`src/rtl/ps2_kb_pkg.sv`:
```
// rtl/ps2_kb_pkg.sv - shared scancodes, state encodings and widths for the PS/2 key controller
package ps2_kb_pkg;

  localparam int NOTE_W = 4;

  localparam logic [7:0] SC_BREAK = 8'hF0;
  localparam logic [7:0] SC_EXT   = 8'hE0;

  // Set-2 make codes for one octave of notes, C through B
  localparam logic [7:0] SC_C  = 8'h1C;
  localparam logic [7:0] SC_CS = 8'h1D;
  localparam logic [7:0] SC_D  = 8'h1B;
  localparam logic [7:0] SC_DS = 8'h24;
  localparam logic [7:0] SC_E  = 8'h23;
  localparam logic [7:0] SC_F  = 8'h2B;
  localparam logic [7:0] SC_FS = 8'h2C;
  localparam logic [7:0] SC_G  = 8'h34;
  localparam logic [7:0] SC_GS = 8'h35;
  localparam logic [7:0] SC_A  = 8'h33;
  localparam logic [7:0] SC_AS = 8'h3C;
  localparam logic [7:0] SC_B  = 8'h3B;

  localparam logic [7:0] SC_Z   = 8'h1A;
  localparam logic [7:0] SC_X   = 8'h22;
  localparam logic [7:0] SC_ONE = 8'h16;
  localparam logic [7:0] SC_TWO = 8'h1E;

  typedef enum logic [1:0] {
    CTRL_OCT_DN = 2'd0,
    CTRL_OCT_UP = 2'd1,
    CTRL_AMP_DN = 2'd2,
    CTRL_AMP_UP = 2'd3
  } ctrl_id_t;

  typedef enum logic [1:0] {
    ST_IDLE    = 2'd0,
    ST_BRK     = 2'd1,
    ST_EXT     = 2'd2,
    ST_EXT_BRK = 2'd3
  } kb_state_t;

endpackage

```
`src/rtl/ps2_scancode_lut.sv`:
```
// rtl/ps2_scancode_lut.sv - classifies a scan byte as note key, control key or neither
module ps2_scancode_lut
  import ps2_kb_pkg::*;
(
  input  logic [7:0]        i_byte,
  output logic              o_is_note,
  output logic [NOTE_W-1:0] o_note_idx,
  output logic              o_is_ctrl,
  output ctrl_id_t          o_ctrl_id
);

  always_comb begin
    o_is_note  = 1'b1;
    o_note_idx = '0;
    o_is_ctrl  = 1'b0;
    o_ctrl_id  = CTRL_OCT_DN;
    case (i_byte)
      SC_C:    o_note_idx = 4'd0;
      SC_CS:   o_note_idx = 4'd1;
      SC_D:    o_note_idx = 4'd2;
      SC_DS:   o_note_idx = 4'd3;
      SC_E:    o_note_idx = 4'd4;
      SC_F:    o_note_idx = 4'd5;
      SC_FS:   o_note_idx = 4'd6;
      SC_G:    o_note_idx = 4'd7;
      SC_GS:   o_note_idx = 4'd8;
      SC_A:    o_note_idx = 4'd9;
      SC_AS:   o_note_idx = 4'd10;
      SC_B:    o_note_idx = 4'd11;
      SC_Z:    begin o_is_note = 1'b0; o_is_ctrl = 1'b1; o_ctrl_id = CTRL_OCT_DN; end
      SC_X:    begin o_is_note = 1'b0; o_is_ctrl = 1'b1; o_ctrl_id = CTRL_OCT_UP; end
      SC_ONE:  begin o_is_note = 1'b0; o_is_ctrl = 1'b1; o_ctrl_id = CTRL_AMP_DN; end
      SC_TWO:  begin o_is_note = 1'b0; o_is_ctrl = 1'b1; o_ctrl_id = CTRL_AMP_UP; end
      default: o_is_note = 1'b0;
    endcase
  end

endmodule

```
`src/rtl/ps2_key_controller.sv`:
```
// rtl/ps2_key_controller.sv - turns PS/2 make/break byte streams into note gate/pulse and octave/amplitude controls
module ps2_key_controller
  import ps2_kb_pkg::*;
#(
  parameter int OCT_DEFAULT = 4,
  parameter int OCT_MAX     = 7,
  parameter int AMP_DEFAULT = 8,
  parameter int AMP_MAX     = 15,
  parameter int TIMEOUT_CYC = 2500000
) (
  input  logic              CLOCK_50,
  input  logic              KEY,
  input  logic              byte_valid,
  input  logic [7:0]        byte_data,
  output logic [NOTE_W-1:0] note,
  output logic              gate,
  output logic              note_on,
  output logic              note_off,
  output logic [2:0]        octave,
  output logic [3:0]        amplitude,
  output logic              seq_err
);

  localparam int CNT_W = $clog2(TIMEOUT_CYC);
  localparam logic [CNT_W-1:0] CNT_LAST = CNT_W'(TIMEOUT_CYC - 1);
  localparam logic [2:0] OCT_MAX_V = 3'(OCT_MAX);
  localparam logic [3:0] AMP_MAX_V = 4'(AMP_MAX);

  kb_state_t         r_state, w_state_nxt;
  logic [CNT_W-1:0]  r_cnt;
  logic [NOTE_W-1:0] r_note, w_note_nxt;
  logic              r_gate, w_gate_nxt;
  logic              r_note_on, w_note_on_nxt;
  logic              r_note_off, w_note_off_nxt;
  logic [2:0]        r_octave, w_octave_nxt;
  logic [3:0]        r_amp, w_amp_nxt;
  logic              r_seq_err, w_seq_err_nxt;
  logic [3:0]        r_held, w_held_nxt;

  logic              w_is_note, w_is_ctrl, w_timeout;
  logic [NOTE_W-1:0] w_note_idx;
  ctrl_id_t          w_ctrl_id;

  ps2_scancode_lut u_lut (
    .i_byte     (byte_data),
    .o_is_note  (w_is_note),
    .o_note_idx (w_note_idx),
    .o_is_ctrl  (w_is_ctrl),
    .o_ctrl_id  (w_ctrl_id)
  );

  // A byte on the expiry cycle takes priority over the timeout
  assign w_timeout = (r_state != ST_IDLE) && !byte_valid && (r_cnt == CNT_LAST);

  always_ff @(posedge CLOCK_50 or negedge KEY) begin
    if (!KEY) begin
      r_state <= ST_IDLE;
    end else begin
      r_state <= w_state_nxt;
    end
  end

  always_comb begin
    w_state_nxt = r_state;
    if (byte_valid) begin
      case (r_state)
        ST_IDLE: begin
          if (byte_data == SC_BREAK)    w_state_nxt = ST_BRK;
          else if (byte_data == SC_EXT) w_state_nxt = ST_EXT;
        end
        ST_EXT:  w_state_nxt = (byte_data == SC_BREAK) ? ST_EXT_BRK : ST_IDLE;
        default: w_state_nxt = ST_IDLE;
      endcase
    end else if (w_timeout) begin
      w_state_nxt = ST_IDLE;
    end
  end

  always_comb begin
    w_note_nxt     = r_note;
    w_gate_nxt     = r_gate;
    w_note_on_nxt  = 1'b0;
    w_note_off_nxt = 1'b0;
    w_octave_nxt   = r_octave;
    w_amp_nxt      = r_amp;
    w_held_nxt     = r_held;
    w_seq_err_nxt  = w_timeout;
    if (byte_valid) begin
      case (r_state)
        ST_IDLE: begin
          if (w_is_note) begin
            if (!(r_gate && (w_note_idx == r_note))) begin
              w_note_nxt    = w_note_idx;
              w_gate_nxt    = 1'b1;
              w_note_on_nxt = 1'b1;
            end
          end else if (w_is_ctrl && !r_held[w_ctrl_id]) begin
            w_held_nxt[w_ctrl_id] = 1'b1;
            case (w_ctrl_id)
              CTRL_OCT_DN: if (r_octave != 3'd0)     w_octave_nxt = r_octave - 3'd1;
              CTRL_OCT_UP: if (r_octave < OCT_MAX_V) w_octave_nxt = r_octave + 3'd1;
              CTRL_AMP_DN: if (r_amp != 4'd0)        w_amp_nxt = r_amp - 4'd1;
              default:     if (r_amp < AMP_MAX_V)    w_amp_nxt = r_amp + 4'd1;
            endcase
          end
        end
        ST_BRK: begin
          if (w_is_note && r_gate && (w_note_idx == r_note)) begin
            w_gate_nxt     = 1'b0;
            w_note_off_nxt = 1'b1;
          end else if (w_is_ctrl) begin
            w_held_nxt[w_ctrl_id] = 1'b0;
          end
        end
        default: ;
      endcase
    end
  end

  always_ff @(posedge CLOCK_50 or negedge KEY) begin
    if (!KEY) begin
      r_cnt      <= '0;
      r_note     <= '0;
      r_gate     <= 1'b0;
      r_note_on  <= 1'b0;
      r_note_off <= 1'b0;
      r_octave   <= 3'(OCT_DEFAULT);
      r_amp      <= 4'(AMP_DEFAULT);
      r_seq_err  <= 1'b0;
      r_held     <= '0;
    end else begin
      r_cnt      <= (byte_valid || r_state == ST_IDLE) ? '0 : r_cnt + CNT_W'(1);
      r_note     <= w_note_nxt;
      r_gate     <= w_gate_nxt;
      r_note_on  <= w_note_on_nxt;
      r_note_off <= w_note_off_nxt;
      r_octave   <= w_octave_nxt;
      r_amp      <= w_amp_nxt;
      r_seq_err  <= w_seq_err_nxt;
      r_held     <= w_held_nxt;
    end
  end

  assign note      = r_note;
  assign gate      = r_gate;
  assign note_on   = r_note_on;
  assign note_off  = r_note_off;
  assign octave    = r_octave;
  assign amplitude = r_amp;
  assign seq_err   = r_seq_err;

endmodule
```
`config.mk`:
```
export PLATFORM = sky130hd
export DESIGN_NAME = ps2_key_controller
export DESIGN_NICKNAME = d
export VERILOG_FILES = /design/src/rtl/ps2_kb_pkg.sv /design/src/rtl/ps2_scancode_lut.sv /design/src/rtl/ps2_key_controller.sv
export SDC_FILE = /design/constraint.sdc
export NUM_CORES = 1
export LEC_CHECK = 0
export ABC_AREA = 0
export CORE_ASPECT_RATIO = 1.1
export CORE_MARGIN = 2
export CORE_UTILIZATION = 40
export DETAILED_ROUTE_END_ITERATION = 7
export RECOVER_POWER = 100
export SLEW_MARGIN = 30
export SYNTH_ARGS = -nofsm -noshare
export SYNTH_HDL_FRONTEND = slang
export SYNTH_SLANG_ARGS = --single-unit
```
`constraint.sdc`:
```
create_clock -name CLOCK_50 -period 2.2 [get_ports CLOCK_50]
set_input_delay 0.44 -clock CLOCK_50 [delete_from_list [all_inputs] [get_ports CLOCK_50]]
set_output_delay 0.44 -clock CLOCK_50 [all_outputs]
set_load 0.005 [all_outputs]
```
======== Word-level counts from Yosys, hierarchy flattened ========
Index checks and enable logic that the tools add are counted.
word-level totals
  bits of input ports ..................... 11
  register bits ........................... 43
  output and inout port bits .............. 15
  word-level logic and storage cells ...... 125
cells by class
  magnitude comparators ................... 4
  add/sub/neg operators ................... 5
  equality and inequality tests ........... 35
  bitwise operators ....................... 6
  reduce and logical (&&, ||, !) cells .... 28
  mux-type cells .......................... 37
operators with widths
  kind                   count
  $eq 8x6->1 const B     10
  $eq 8x5->1 const B     6
  $pmux 4 s11            1
  $mux 4                 6
  $add 22x1->22 const B  1
  $eq 22x22->1 const B   1
  $mux 22                1
  $ne 2x2->1 const B     10
  $eq 8x8->1 const B     2
  $pmux 4 s2             2
  $mux 1                 14
  $reduce_and 7->1       2
  $reduce_or 12->1       1
  $mux 2                 5
  $reduce_bool 2->1      5
  $logic_and 1x1->1      7
  $mux 3                 2
  $pmux 2 s3             1
  $pmux 3 s2             1
  $reduce_and 6->1       1
  $reduce_and 5->1       1
  $add 4x1->4 const B    1
  $and 4x4->4            1
  $eq 2x1->1 const B     2
  26 further kinds       31

======== Logic depth before layout (Yosys ltp) ========
Gate-level depths: netlist of run 1.
  depth after elaboration ................. 11
  depth in mapped cells ................... 10
  mapped depth without buffers ............ 9

======== Hierarchy ========
From an unflattened synthesis of run 1, not the netlist that was laid out.
unflattened totals
  cell total of the unflattened synthesis .. 252
  area, all modules ....................... 2478.6 sq um
by module, submodules not included
  module              cells an instance  seq. area each (sq um)  area an instance (sq um)  times used
  ps2_key_controller  212                1078.5                  2204.6                    1
  ps2_scancode_lut    40                 0.0                     274.0                     1

======== Worst setup path before layout of run 1 ========
No wires, ideal clock.
  path kind ............................... input to register
  start ................................... input byte_data[5]
  end ..................................... register r_amp[3] (netlist: amplitude[3])
  data required time ...................... 2125 ps
  buffers on the path ..................... 1
  data arrival time ....................... 2142 ps
  setup time .............................. 75 ps
  setup slack ............................. -18 ps
  stages .................................. 10
  path through ............................ clkbuf_1 nor3b_1 nand3_1 inv_1 ha_1 a21o_1 a21oi_1 xnor2_1 nand2_1 xnor2_1
on the way
  word-level cells in the longest chain between the ends .. 7
  elaborated cells on any way between the ends .. 35
  those cells by class .................... eq/ne (19); mux (6); bitwise (2); reduce/logical (8)
RTL lines
  element                                   RTL line                   source
  start, declared                           ps2_key_controller.sv:14   input logic [7:0] byte_data,
  $eq 8x5->1 or $eq 8x6->1 (tied branches)  ps2_scancode_lut.sv:17     case (i_byte)
  $pmux 2 s3                                ps2_scancode_lut.sv:17
  $bmux 1 s2                                ps2_key_controller.sv:97   end else if (w_is_ctrl && !r_held[w_ctrl_id]) begin
  $mux 1 (not written as such)              ps2_key_controller.sv:97
  $logic_not 1->1                           ps2_key_controller.sv:97
  $logic_and 1x1->1                         ps2_key_controller.sv:97
  $reduce_and 7->1 (no source line)         -
  end signal, assigned                      ps2_key_controller.sv:128  r_amp <= 4'(AMP_DEFAULT);
  end signal, assigned                      ps2_key_controller.sv:138  r_amp <= w_amp_nxt;
  end, declared                             ps2_key_controller.sv:36   logic [3:0] r_amp, w_amp_nxt;
Several ways; a longest one is shown, not always the timed one. The select of a mux whose other input is x is not followed.
A chain may end at the register's enable or synchronous reset.

======== Final worst setup path of run 1 ========
  start ................................... input byte_data[3]
  end ..................................... register r_gate (netlist: gate)
on the way
  word-level cells in the longest chain between the ends .. 7
  elaborated cells on any way between the ends .. 23
  those cells by class .................... eq/ne (16); mux (2); reduce/logical (5)
RTL lines
  element                                                              RTL line                   source
  parallel branches: the longest is 6 deep, another holds $pmux 4 s11  -
  $reduce_and 5->1 (no source line) *                                  -
  end signal, assigned                                                 ps2_key_controller.sv:134  r_gate <= w_gate_nxt;
  end, declared                                                        ps2_key_controller.sv:32   logic r_gate, w_gate_nxt;
Every way passes the cells marked *.

==> results of run 1 <==
==> layer usage <==
layer	global-route usage	part of all wire
met5	0	0
met4	0.0627	0.014
met3	0.0311	0.033
met2	0.301	0.51
met1	0.207	0.45
==> power by group through the flow <==
stage | combinational (W) | sequential [W] | clock [W]
finish | 0.000186 | 0.000822 | 0.000644
global placement | 0.000185 | 0.000838 | 0
detailed placement | 0.000186 | 0.000838 | 0
global route | 0.000206 | 0.000823 | 0.000704
floorplan | 0.0000788 | 0.000837 | 0
CTS | 0.000191 | 0.000823 | 0.000669
==> what timing repair did <==
item,in CTS,in global routing
gates cloned,0,0
setup buffers,3,1
setup endpoints to repair,10,7
pin swaps,7,2
resized for setup,16,6
==> cell families after synthesis <==
logic type / count (synthesis)
muxes: 7
and+or+nand+nor: 111
AOI/OAI and AO/OA: 39
buffers and inverters: 19
xor gates and xnor gates: 30
adders and majority gates: 5
DFF: 43
==> layout make-up <==
type                    count  area [µm²]  share of cell area
clock buffers               6        82.6              0.0255
clock inverters             2        35.0              0.0108
inverters                   9        33.8              0.0104
multi-input cells         192        1390               0.428
flip-flops and latches     43        1080               0.333
well taps                  80         100              0.0309
repair buffers             66         523               0.161
==> flip-flops by register name, indices dropped and copies added (netlist names), named ones only <==
name       cells
note           4
amplitude      4
note_off       1
r_state        2
seq_err        1
gate           1
octave         3
note_on        1
r_cnt         22
==> layout by cell type, fill, tap and decap left out, types with 3 or more instances in the layout <==
master | Yosys | layout
sky130_fd_sc_hd__ha_1 | 3 | 3
sky130_fd_sc_hd__xor2_1 | 15 | 15
sky130_fd_sc_hd__a21oi_1 | 6 | 5
sky130_fd_sc_hd__and3_1 | 6 | 6
sky130_fd_sc_hd__clkbuf_1 | 5 | 3
sky130_fd_sc_hd__and4_1 | 3 | 3
sky130_fd_sc_hd__dlygate4sd2_1 | 0 | 6
sky130_fd_sc_hd__clkbuf_8 | 0 | 6
sky130_fd_sc_hd__nor4_1 | 3 | 3
sky130_fd_sc_hd__o21ai_0 | 9 | 9
sky130_fd_sc_hd__clkbuf_2 | 1 | 4
sky130_fd_sc_hd__nor4b_1 | 3 | 3
sky130_fd_sc_hd__nor2b_1 | 6 | 5
sky130_fd_sc_hd__nand2_1 | 15 | 15
sky130_fd_sc_hd__xnor2_1 | 15 | 15
sky130_fd_sc_hd__dlygate4sd3_1 | 0 | 13
sky130_fd_sc_hd__clkdlybuf4s50_1 | 0 | 3
sky130_fd_sc_hd__o21bai_1 | 4 | 4
sky130_fd_sc_hd__buf_4 | 0 | 33
sky130_fd_sc_hd__mux2_2 | 5 | 5
sky130_fd_sc_hd__dfrtp_1 | 41 | 41
sky130_fd_sc_hd__nand3_1 | 14 | 14
sky130_fd_sc_hd__inv_1 | 9 | 9
sky130_fd_sc_hd__nor2_1 | 32 | 32
sky130_fd_sc_hd__nand4_1 | 7 | 7
==> worst paths after layout <==
path	start	cells past startpoint	to	slack, ps
max	byte_data[3]	8	gate	80
min	KEY	2	amplitude[0]	400
max reg2reg	r_cnt[0]	7	r_state[1]	270
min reg2reg	r_cnt[0]	1	r_cnt[0]	490
max in group asynchronous	KEY	2	r_cnt[1]	1140
min in group CLOCK_50	r_cnt[0]	1	r_cnt[0]	490
==> critical path, cell delays in order <==
cell and delay, ps:
sky130_fd_sc_hd__dlygate4sd2_1 350, sky130_fd_sc_hd__buf_4 200, sky130_fd_sc_hd__xor2_1 200, sky130_fd_sc_hd__a21oi_2 100
sky130_fd_sc_hd__o21ai_0 160, sky130_fd_sc_hd__nand4_1 140, sky130_fd_sc_hd__or4_4 540, sky130_fd_sc_hd__o21a_1 180
==> metrics by stage <==
stage / area, µm² / worst slack (ps) / TNS, ps / utilization / cells
4_1_cts: 3250 / 3.81 / 0 / 0.531 / 397
6_report: 3240 / 77.4 / 0 / 0.530 / 398
5_1_grt: 3240 / 0.268 / 0 / 0.530 / 398
2_1_floorplan: 2510 / 92.1 / 0 / - / 254
3_3_place_gp: 3080 / -459 / -5510 / 0.503 / 386
3_5_place_dp: 3080 / -525 / -5980 / 0.503 / 386
==> impl_results.md, run 1 <==
* Simple-gate area share of the yosys netlist at 0.257
* Count of different cell masters after synthesis at 58
* Antenna violations before repair at 0
* Final Max Tran Viols at 0
* Required time of the critical path at 2390 ps
* Clock input transition at the sequential cells of the worst setup and hold paths at approximately 90 ps
* Diode count at 0
* CTS H-tree lvls at 2
* Die footprint at between 6000 and 7000 µm²
* Maximum achievable frequency at between 400 and 500 MHz
* Clock tree buffer depth at 2
* Sequential share of power at 0.498
* Post-synthesis instance area at around 2500 µm²
* Share of the clock period used by the worst path at 0.965
* Area Overhead vs Synth at 29.6%
* Worst hold slack after final layout at about 400 ps
* Biggest area contributors in the synthesized netlist: sky130_fd_sc_hd__dfrtp_1, sky130_fd_sc_hd__xnor2_1, sky130_fd_sc_hd__xor2_1
* Routed Antenna Nets at 0
* Synth Area in Compound Gates at 0.112
* Proportion of netlist area held by the largest area contributor at 0.410
* Avg Cell Area, Syn at 9.85 µm²
* Worst setup path category: in2reg
* Tightest Pin Transition at between 1000 and 1500 ps
* Fill cell total of the finished layout at ~570
* Leak pwr at ~1.4 nW
* Peak fanout along the critical path at 5
* RSZ-0062 raised after global routing: false
* Yosys warning count at 0
* Power density over the cells at 510 nW/µm²
* Final global-route overflow total at 0
* Number of buffers added by the clock tree synthesis step at 5
* Starting utilization of the core area at 0.409
* Clk_lat worst skew at about 300 ps
* Share of flip-flops with an asynchronous set or reset at 1.00
* Count of vias placed by the detailed router at approximately 2100
* Max Cap Violations at 0
* 1st-pass router iterations at 6
* Horizontal extent of the die at roughly 80 µm
* Yosys top cell by area: sky130_fd_sc_hd__dfrtp_1
* Average vias per placed instance at a little over 5
* # hold bufs at CTS at 0
* Post-route DRC at 0
* Share of layout cells above drive strength 1 at 0.233
* Wirelength, routed at ~5400 µm
* Root buffer cell: sky130_fd_sc_hd__clkbuf_8
* Post-Syn Nets at 270
* Main combinational cell family by area after synthesis: simple AND/OR/NAND/NOR gates
* Initial DRC count at 60
* Die Height at approximately 87 µm
* Relative max-transition margin at 0.294
* Switching part of the total at 0.231
* TritonCTS clock tree: built
* Switching Power at between 0.0003 and 0.0004 W
* I/O pin count at 26
* Post-synthesis xor/xnor area fraction at 0.105
* Maximum VDD drop at 0.000418 V
* Setup violation total in the final timing report at 0
* Logic pwr share at 0.113
* Number of synthesized flops with an enable pin at 0
* PortBufs at 25
* Most used standard cells in the synthesized netlist: sky130_fd_sc_hd__dfrtp_1, sky130_fd_sc_hd__nor2_1, sky130_fd_sc_hd__nand2_1, sky130_fd_sc_hd__xnor2_1, sky130_fd_sc_hd__xor2_1
* Mux contribution to synthesized area at 0.0305
* Maximum clock skew at final layout at 11.0 ps
* Syn Inst Count at approximately 250
* Post-synthesis register bit count at 43
* Startpoint type of the worst setup path: input port
* Minimum clock period after layout at between 2000 and 2500 ps
* Total power of the final layout at 0.00165 W
* Post-DP HPWL at between 3000 and 4000 µm
* Pin count of the biggest net entering global routing at 44
* Status: finished, final reports clean
* Adder-Cell Fraction of Synth Area at 0.0310
* TritonCTS Sinks at 43
* Portion of total power attributed to the clock network at 0.390
* Routed WL per cell at ~14 µm
* Global placer's final weighted congestion at ~0.87
* GRT Resource Usage Total at 0.170
* Ys flop type: sky130_fd_sc_hd__dfrtp_1
* HP Class: in2async
* Net count reported at finish at roughly 330
* Site row count at 30
* Core region area at 6120 µm²
* Data arrival time at the worst-slack endpoint at approximately 2300 ps
* Final hold violation count at 0
* First-pass GRT wire length at between 9000 and 10000 µm
* Most repeated cell in the gate-level netlist after synthesis: sky130_fd_sc_hd__dfrtp_1
* Sequential fraction of the synthesis area at 0.431
* Cell-internal power at about 0.0013 W
* CP Capture Type: register
* Number of global-route vias before repair at between 2000 and 2500
Note: power is estimated with default switching activity, not from simulation.
==> run 2: changes to the inputs <==
SYNTH_HIERARCHICAL = 1   (was default)
==> run 2 against run 1 <==
Effect of this change:
- the flow now finishes with violations (negative setup slack)
- via count up 0.72%
- register-to-register slack worse by 110 ps
- first-iteration DRC count increased by 50%
- synthesized area fell by 0.90%
- clock power increased by 14%
- combinational power fell by 19%
- final cell count grew 0.25%
==> impl_results.md, run 2 <==
* Highest-count cells in the layout ignoring fill and taps: sky130_fd_sc_hd__dfrtp_1, sky130_fd_sc_hd__buf_4, sky130_fd_sc_hd__nor2_1
* Clock input transition at the sequential cells of the worst setup and hold paths at 90 ps (about the same)
* Post-synthesis register bit count at 43 (unchanged)
* Most used standard cells in the synthesized netlist: sky130_fd_sc_hd__dfrtp_1, sky130_fd_sc_hd__nor2_1, sky130_fd_sc_hd__xnor2_1
* Max Cap Violations at 0 (unchanged)
* Switching part of the total at 0.213 (-0.0173)
* Antenna violations before repair at 0 (unchanged)
* Violated checks: negative setup slack
* GRT Resource Usage Total at 0.170 (-0.000645)
* Root buffer cell: sky130_fd_sc_hd__clkbuf_8
* CTS H-tree lvls at 2 (unchanged)
* Horizontal extent of the die at 79.1 µm (-0.43%)
* Sequential share of power at 0.474 (-0.024)
* Syn Inst Count at 252 (-0.79%)
* Number of buffers added by the clock tree synthesis step at 5 (unchanged)
* Final hold violation count at 0 (unchanged)
* Maximum VDD drop at 0.000267 V (-36%)
* Largest reg by FF count: r_cnt
* Global placer's final weighted congestion at 0.821 (-5.8%)
* Depth of the most critical reg-to-reg path at 6 (-1)
* Worst setup path category: in2reg
* Share of layout cells above drive strength 1 at 0.282 (+0.0494)
* Number of flip-flops under the largest register name at 22 (unchanged)
* Average vias per placed instance at 5.22 (+0.47%)
* Total buffers and inverters traversed by the critical path at 2 (unchanged)
* Diode count at 0 (unchanged)
* Required time of the critical path at 2400 ps (about the same)
* Biggest area contributors in the synthesized netlist: sky130_fd_sc_hd__dfrtp_1, sky130_fd_sc_hd__xnor2_1, sky130_fd_sc_hd__nor2_1
* # hold bufs at CTS at 0 (unchanged)
* Area Overhead vs Synth at 34.1%
* Core region area at 6080 µm² (-0.61%)
* Net count reported at finish at 334 (+0.30%)
* Tightest Pin Transition at 1060 ps (+0.970 ps)
* Logic pwr share at 0.090 (-0.023)
* Commonest non-fill, non-tap cell in the layout: sky130_fd_sc_hd__dfrtp_1
* Ys flop type: sky130_fd_sc_hd__dfrtp_1
* Filler-free cell count of the finished design at 399 (+0.25%)
* Clk_lat worst skew at 300 ps (about the same)
* Share of flip-flops with an asynchronous set or reset at 1.00 (unchanged)
* Number of synthesized flops with an enable pin at 0 (unchanged)
* Cell with the largest stage delay on the worst path: sky130_fd_sc_hd__mux4_2
* Worst hold slack after final layout at 394 ps (-4.72 ps)
* Peak fanout along the critical path at 4 (-1)
* Share of the core filled with cells in the final layout at 0.547 (+0.0169)
* Worst path max stage delay at 520 ps (-20 ps)
* Post-synthesis instance area at 2480 µm² (-0.90%)
* Status: finished with violations
* Leak pwr at 1.44 nW (+0.88%)
* Post-DP HPWL at 3630 µm (-5.8%)
* Switching Power at 0.000359 W (-5.6%)
* Maximum clock skew at final layout at 12.3 ps (+1.24 ps)
* Yosys top cell by area: sky130_fd_sc_hd__dfrtp_1
* Setup violation total in the final timing report at 17 (+17)
* First-pass GRT wire length at 9260 µm (-1.7%)
* Fill cell total of the finished layout at 555 (-2.5%)
* Initial DRC count at 90 (+50%)
* Die footprint at 6840 µm² (-0.86%)
* Site row count at 30 (unchanged)
* Maximum achievable frequency at 402 MHz (-15%)
* Startpoint type of the worst setup path: input port
* Relative max-transition margin at 0.293 (-0.000647)
* Post-Syn Nets at 268 (-0.74%)
* Kind of cell adding the most delay to the critical path: multiplexers
* Number of global-route vias before repair at 1992 (-4.5%)
* PortBufs at 25 (unchanged)
* HP Class: in2async
* CP Capture Type: register
* Placed cell count at 378 (-2.1%)
* Final global-route overflow total at 0 (unchanged)
* Data arrival time at the worst-slack endpoint at 2680 ps (+360 ps)
* Routed WL per cell at 13.7 µm (+1.1%)
* Wirelength, routed at 5470 µm (+1.4%)
* Post-route DRC at 0 (unchanged)
* Most repeated cell in the gate-level netlist after synthesis: sky130_fd_sc_hd__dfrtp_1
* Share of the clock period used by the worst path at 1.13 (+0.165)
* Critical Path Most Common Cell: sky130_fd_sc_hd__nor2_4
* Minimum clock period after layout at 2490 ps (+364 ps)
* Sequential fraction of the synthesis area at 0.435 (+0.00392)
* TritonCTS Sinks at 43 (unchanged)
* Count of vias placed by the detailed router at 2084 (+0.72%)
* Proportion of netlist area held by the largest area contributor at 0.414 (+0.00373)
* Yosys warning count at 6 (+6)
* Final Max Tran Viols at 0 (unchanged)
* Avg Cell Area, Syn at 9.84 µm² (-0.11%)
* I/O pin count at 26 (unchanged)
* Die Height at 86.6 µm (-0.43%)
* Portion of total power attributed to the clock network at 0.436 (+0.046)
* RSZ-0062 raised after global routing: true
* Cell-by-cell trace of the critical path: buf_8 -> nor4b_4 -> a31oi_4 -> nor2_4 -> mux4_2 -> o32a_1 -> a31o_4 -> buf_4 -> nor2_4 -> mux2_4
* Crit path setup slack, layout at -287 ps (-364 ps)
* 1st-pass router iterations at 4 (-2)
* TritonCTS clock tree: built
* Cell-internal power at 0.00133 W (+4.3%)
* Pin count of the biggest net entering global routing at 44 (unchanged)
* Starting utilization of the core area at 0.408 (-0.00118)
* Clock tree buffer depth at 2 (unchanged)
* Reg-to-reg slack, setup at 160 ps (-110 ps)
* Count of different cell masters after synthesis at 54 (-6.9%)
* Routed Antenna Nets at 0 (unchanged)
* Power density over the cells at 507 nW/µm² (-0.50%)
==> run 2: changes by cell type after synthesis, sizes merged, moves of 4 or more <==
cell    delta
nor3      +11
nor2b      -6
mux2       +5
nand2b     +5
nand3      -5
nor2       -5
xor2       -5
nor3b      -4
o21ai      -4
or3        +4
==> run 2: worst register-to-register path: stages (launching register included) <==
cell,delay [ps]
sky130_fd_sc_hd__dfrtp_1,390
sky130_fd_sc_hd__mux4_2,490
sky130_fd_sc_hd__o32a_1,310
sky130_fd_sc_hd__a31o_4,230
sky130_fd_sc_hd__buf_4,150
sky130_fd_sc_hd__nor2_4,80
sky130_fd_sc_hd__mux2_4,300
==> run 2: worst max path at each step <==
stage / depth (start not counted) / startpoint / endpoint / slack [ps]
floorplan: 10 / byte_data[3] / register / -570
global placement: 9 / byte_data[4] / register / -990
detailed placement: 9 / byte_data[3] / register / -1050
CTS: 9 / byte_data[2] / register / -220
global route: 9 / byte_data[3] / register / -320
finish: 10 / byte_data[3] / register / -290
==> run 2: stage by stage <==
step                      TNS, ps  power, W  area, µm²  setup WS (ps)
after floorplan             -4310  0.000874       2520           -569
after global placement     -15100  0.000942       3010           -993
after detailed placement   -15870  0.000944       3010          -1050
after CTS                   -1700   0.00170       3290           -216
after global routing        -3540   0.00176       3320           -322
final                       -2410   0.00169       3320           -287
==> run 2: power groups by stage <==
stage          sequential [W]  clock, W  combinational (W)
2_1_floorplan        0.000814         0          0.0000600
3_3_place_gp         0.000815         0           0.000128
3_5_place_dp         0.000815         0           0.000129
4_1_cts              0.000799  0.000754           0.000147
5_1_grt              0.000800  0.000796           0.000165
6_report             0.000799  0.000734           0.000151
==> run 2: what timing repair did <==
action                                  4_1_cts  5_1_grt
resized for setup                            44       11
buffers inserted                             11        3
endpoints found under the setup margin       18       18
pin swaps                                    10        6
==> run 2: area by class of cell <==
| class | instances | area, µm² | area share |
|---|---|---|---|
| Sequential cell | 43 | 1080 | 0.325 |
| Clock buffer | 5 | 68.8 | 0.0207 |
| Multi-Input combinational cell | 189 | 1400 | 0.422 |
| Tap cell | 80 | 100 | 0.0301 |
| Timing Repair Buffer | 69 | 568 | 0.171 |
| Clock inverter | 3 | 67.6 | 0.0203 |
| Inverter | 10 | 37.5 | 0.0113 |
==> run 2: cells by family after synthesis <==
| group | synth area share |
|---|---|
| buf+inv | 0.0389 |
| fa+ha+maj | 0.0313 |
| xor+xnor | 0.0989 |
| compound gates | 0.0868 |
| simple gates | 0.250 |
| mux | 0.0586 |
| flops | 0.435 |
==> run 2: routing by layer <==
metal | part of all wire | GRT usage | vias to the layer above
li1 | - | - | 1031
met5 | 0 | 0 | -
met2 | 0.49 | 0.281 | 32
met1 | 0.46 | 0.220 | 1011
met3 | 0.030 | 0.0344 | 10
met4 | 0.021 | 0.0658 | 0
==> run 3: changes to the inputs <==
CTS_CLUSTER_DIAMETER = 80   (was default)
TNS_END_PERCENT = 20   (was default)
==> run 3 against run 2 <==
Effect of this change:
- the run still ends with negative setup slack left
- sequential power about the same
- clock power fell by 14%
- via count fell by 2.1%
- worst setup slack gained 34 ps
- flip-flop and latch count unchanged
- sequential share of layout area increased by 0.75 points
- non-clock buffer count fell by 5
- combinational power is 3% lower
- highest routed layer unchanged
==> impl_results.md, run 3 (synthesis gave the netlist of run 2 again) <==
* Clk_lat worst skew at 290 ps (about the same)
* GRT Resource Usage Total at 0.167 (-0.00303)
* Worst setup path category: in2reg
* Busiest layer in global routing: met2
* Area Overhead vs Synth at 31.0%
* TritonCTS Sinks at 43 (unchanged)
* Clock input transition at the sequential cells of the worst setup and hold paths at 80 ps (about the same)
* Met2 capacity usage during global routing at 0.298 (+0.0169)
* TritonCTS clock tree: built
* Share of the core filled with cells in the final layout at 0.534 (-0.0123)
* Area occupied by registers at 1080 µm² (unchanged)
* Total power of the final layout at 0.00158 W (-6.4%)
* CTS H-tree lvls at 2 (unchanged)
* Starting utilization of the core area at 0.408 (unchanged)
* Maximum clock skew at final layout at 11.0 ps (-1.23 ps)
* Fill cell total of the finished layout at 565 (+1.8%)
* Reg-to-reg slack, setup at 190 ps (+30 ps)
* Peak fanout along the critical path at 4 (unchanged)
* Share of the clock period used by the worst path at 1.11 (-0.0155)
* Net count reported at finish at 329 (-1.5%)
* Largest reg by FF count: r_cnt
* Global placer's final weighted congestion at 0.849 (+3.3%)
* Number of flip-flops under the largest register name at 22 (unchanged)
* M3 GR Usage at 0.0281 (-0.00625)
* Average vias per placed instance at 5.18 (-0.87%)
* Required time of the critical path at 2390 ps (about the same)
* Total buffers and inverters traversed by the critical path at 1 (-1)
* Setup violation total in the final timing report at 14 (-3)
* Die footprint at 6840 µm² (unchanged)
* Routed Antenna Nets at 0 (unchanged)
* Power density over the cells at 486 nW/µm² (-4.2%)
* Met1 track demand over resource in global routing at 0.202 (-0.0174)
* Depth of the most critical reg-to-reg path at 5 (-1)
* Post-route DRC at 0 (unchanged)
* Number of global-route vias before repair at 2064 (+3.6%)
* CP Capture Type: register
* Startpoint type of the worst setup path: input port
* Data arrival time at the worst-slack endpoint at 2640 ps (-40 ps)
* Count of vias placed by the detailed router at 2040 (-2.1%)
* PortBufs at 25 (unchanged)
* Worst path max stage delay at 520 ps (about the same)
* Wirelength, routed at 5400 µm (-1.3%)
* Worst hold slack after final layout at 293 ps (-101 ps)
* Final Max Tran Viols at 0 (unchanged)
* First-pass GRT wire length at 9160 µm (-1.1%)
* Final global-route overflow total at 0 (unchanged)
* Maximum achievable frequency at 408 MHz (+1.4%)
* HP Class: in2async
* RSZ-0062 raised after global routing: true
* Cell-by-cell trace of the critical path: buf_8 -> nor4b_4 -> a31oi_4 -> nor2_4 -> mux4_2 -> o32a_1 -> a31o_4 -> nor3_4 -> mux2_4
* Antenna violations before repair at 0 (unchanged)
* Combined area of the multi-input logic cells at 1400 µm² (-0.54%)
* Relative max-transition margin at 0.315 (+0.0213)
* Number of buffers added by the clock tree synthesis step at 5 (unchanged)
* Clock tree buffer depth at 2 (unchanged)
* I/O pin count at 26 (unchanged)
* Diode count at 0 (unchanged)
* Maximum VDD drop at 0.000306 V (+15%)
* Die Height at 86.6 µm (unchanged)
* Commonest non-fill, non-tap cell in the layout: sky130_fd_sc_hd__dfrtp_1
* Final hold violation count at 0 (unchanged)
* 1st-pass router iterations at 4 (unchanged)
* Minimum clock period after layout at 2450 ps (-34.0 ps)
* Status: finished with violations
* Final std cell area, no fill at 3250 µm² (-2.3%)
* Site row count at 30 (unchanged)
* Horizontal extent of the die at 79.1 µm (unchanged)
* Root buffer cell: sky130_fd_sc_hd__clkbuf_8
* Routed WL per cell at 13.7 µm (about the same)
* Post-detailed-placement cell area at 3010 µm² (+0.13%)
* Pin count of the biggest net entering global routing at 27 (-39%)
* Leak pwr at 1.41 nW (-2.3%)
* Tightest Pin Transition at 1030 ps (-31.9 ps)
* Max Cap Violations at 0 (unchanged)
* Post-DP HPWL at 3760 µm (+3.5%)
* Post-placement worst setup slack at -1030 ps (+12.7 ps)
* Initial DRC count at 77 (-14%)
* Core region area at 6080 µm² (unchanged)
* Share of layout cells above drive strength 1 at 0.261 (-0.0210)
* Crit path setup slack, layout at -253 ps (+34.0 ps)
* Violated checks: negative setup slack
* Cell with the largest stage delay on the worst path: sky130_fd_sc_hd__mux4_2
* Kind of cell adding the most delay to the critical path: multiplexers
* Highest-count cells in the layout ignoring fill and taps: sky130_fd_sc_hd__dfrtp_1, sky130_fd_sc_hd__buf_4, sky130_fd_sc_hd__nor2_1
## run 3: metrics by stage
stage | instances | setup TNS, ps
after global placement | 377 | -15610
after floorplan | 252 | -4620
after global routing | 394 | -3470
final | 394 | -1790
after detailed placement | 377 | -15680
after CTS | 394 | -2000
## run 3: timing repair
| item | 4_1_cts | 5_1_grt |
|---|---|---|
| resized for setup | 42 | 11 |
| buffers inserted | 9 | 0 |
| pin swaps | 11 | 10 |
| endpoints found under the setup margin | 18 | 18 |
| hold buffers | 0 | 0 |
## run 3: report_power, final
group / total, W / internal (W) / switching, W / leakage, nW
Clock: 0.000633 / 0.000367 / 0.000265 / 0.0612
Sequential: 0.000799 / 0.000795 / 0.00000380 / 0.577
Combinational: 0.000146 / 0.0000721 / 0.0000738 / 0.773
Total: 0.00158 / 0.00123 / 0.000343 / 1.41
## run 3: final cells by class
class                           count  share of cell area
Inverter                           10              0.0116
Sequential cell                    43               0.332
Tap cell                           80              0.0308
Clock inverter                      2              0.0108
Timing Repair Buffer               64               0.160
Multi-Input combinational cell    189               0.430
Clock buffer                        6              0.0254
## run 3: worst max-delay path by stage
| stage | from | endpoint | slack (ps) | cells past startpoint |
|---|---|---|---|---|
| 2_1_floorplan | byte_data[3] | register | -570 | 10 |
| 3_3_place_gp | byte_data[4] | register | -1020 | 9 |
| 3_5_place_dp | byte_data[4] | register | -1030 | 9 |
| 4_1_cts | byte_data[2] | register | -260 | 9 |
| 5_1_grt | byte_data[3] | register | -300 | 9 |
| 6_report | byte_data[3] | register | -250 | 9 |
## run 3: worst register-to-register path: cells and delay by family (launching register included)
family / cells / cell delay, ps
mux: 2 / 780
compound gates: 2 / 560
flops: 1 / 400
simple gates: 1 / 170
## run 3: routing by layer
metal,wire (µm),vias up
met5,0,-
met4,81,0
met3,165,8
met2,2710,31
met1,2450,986
li1,-,1015
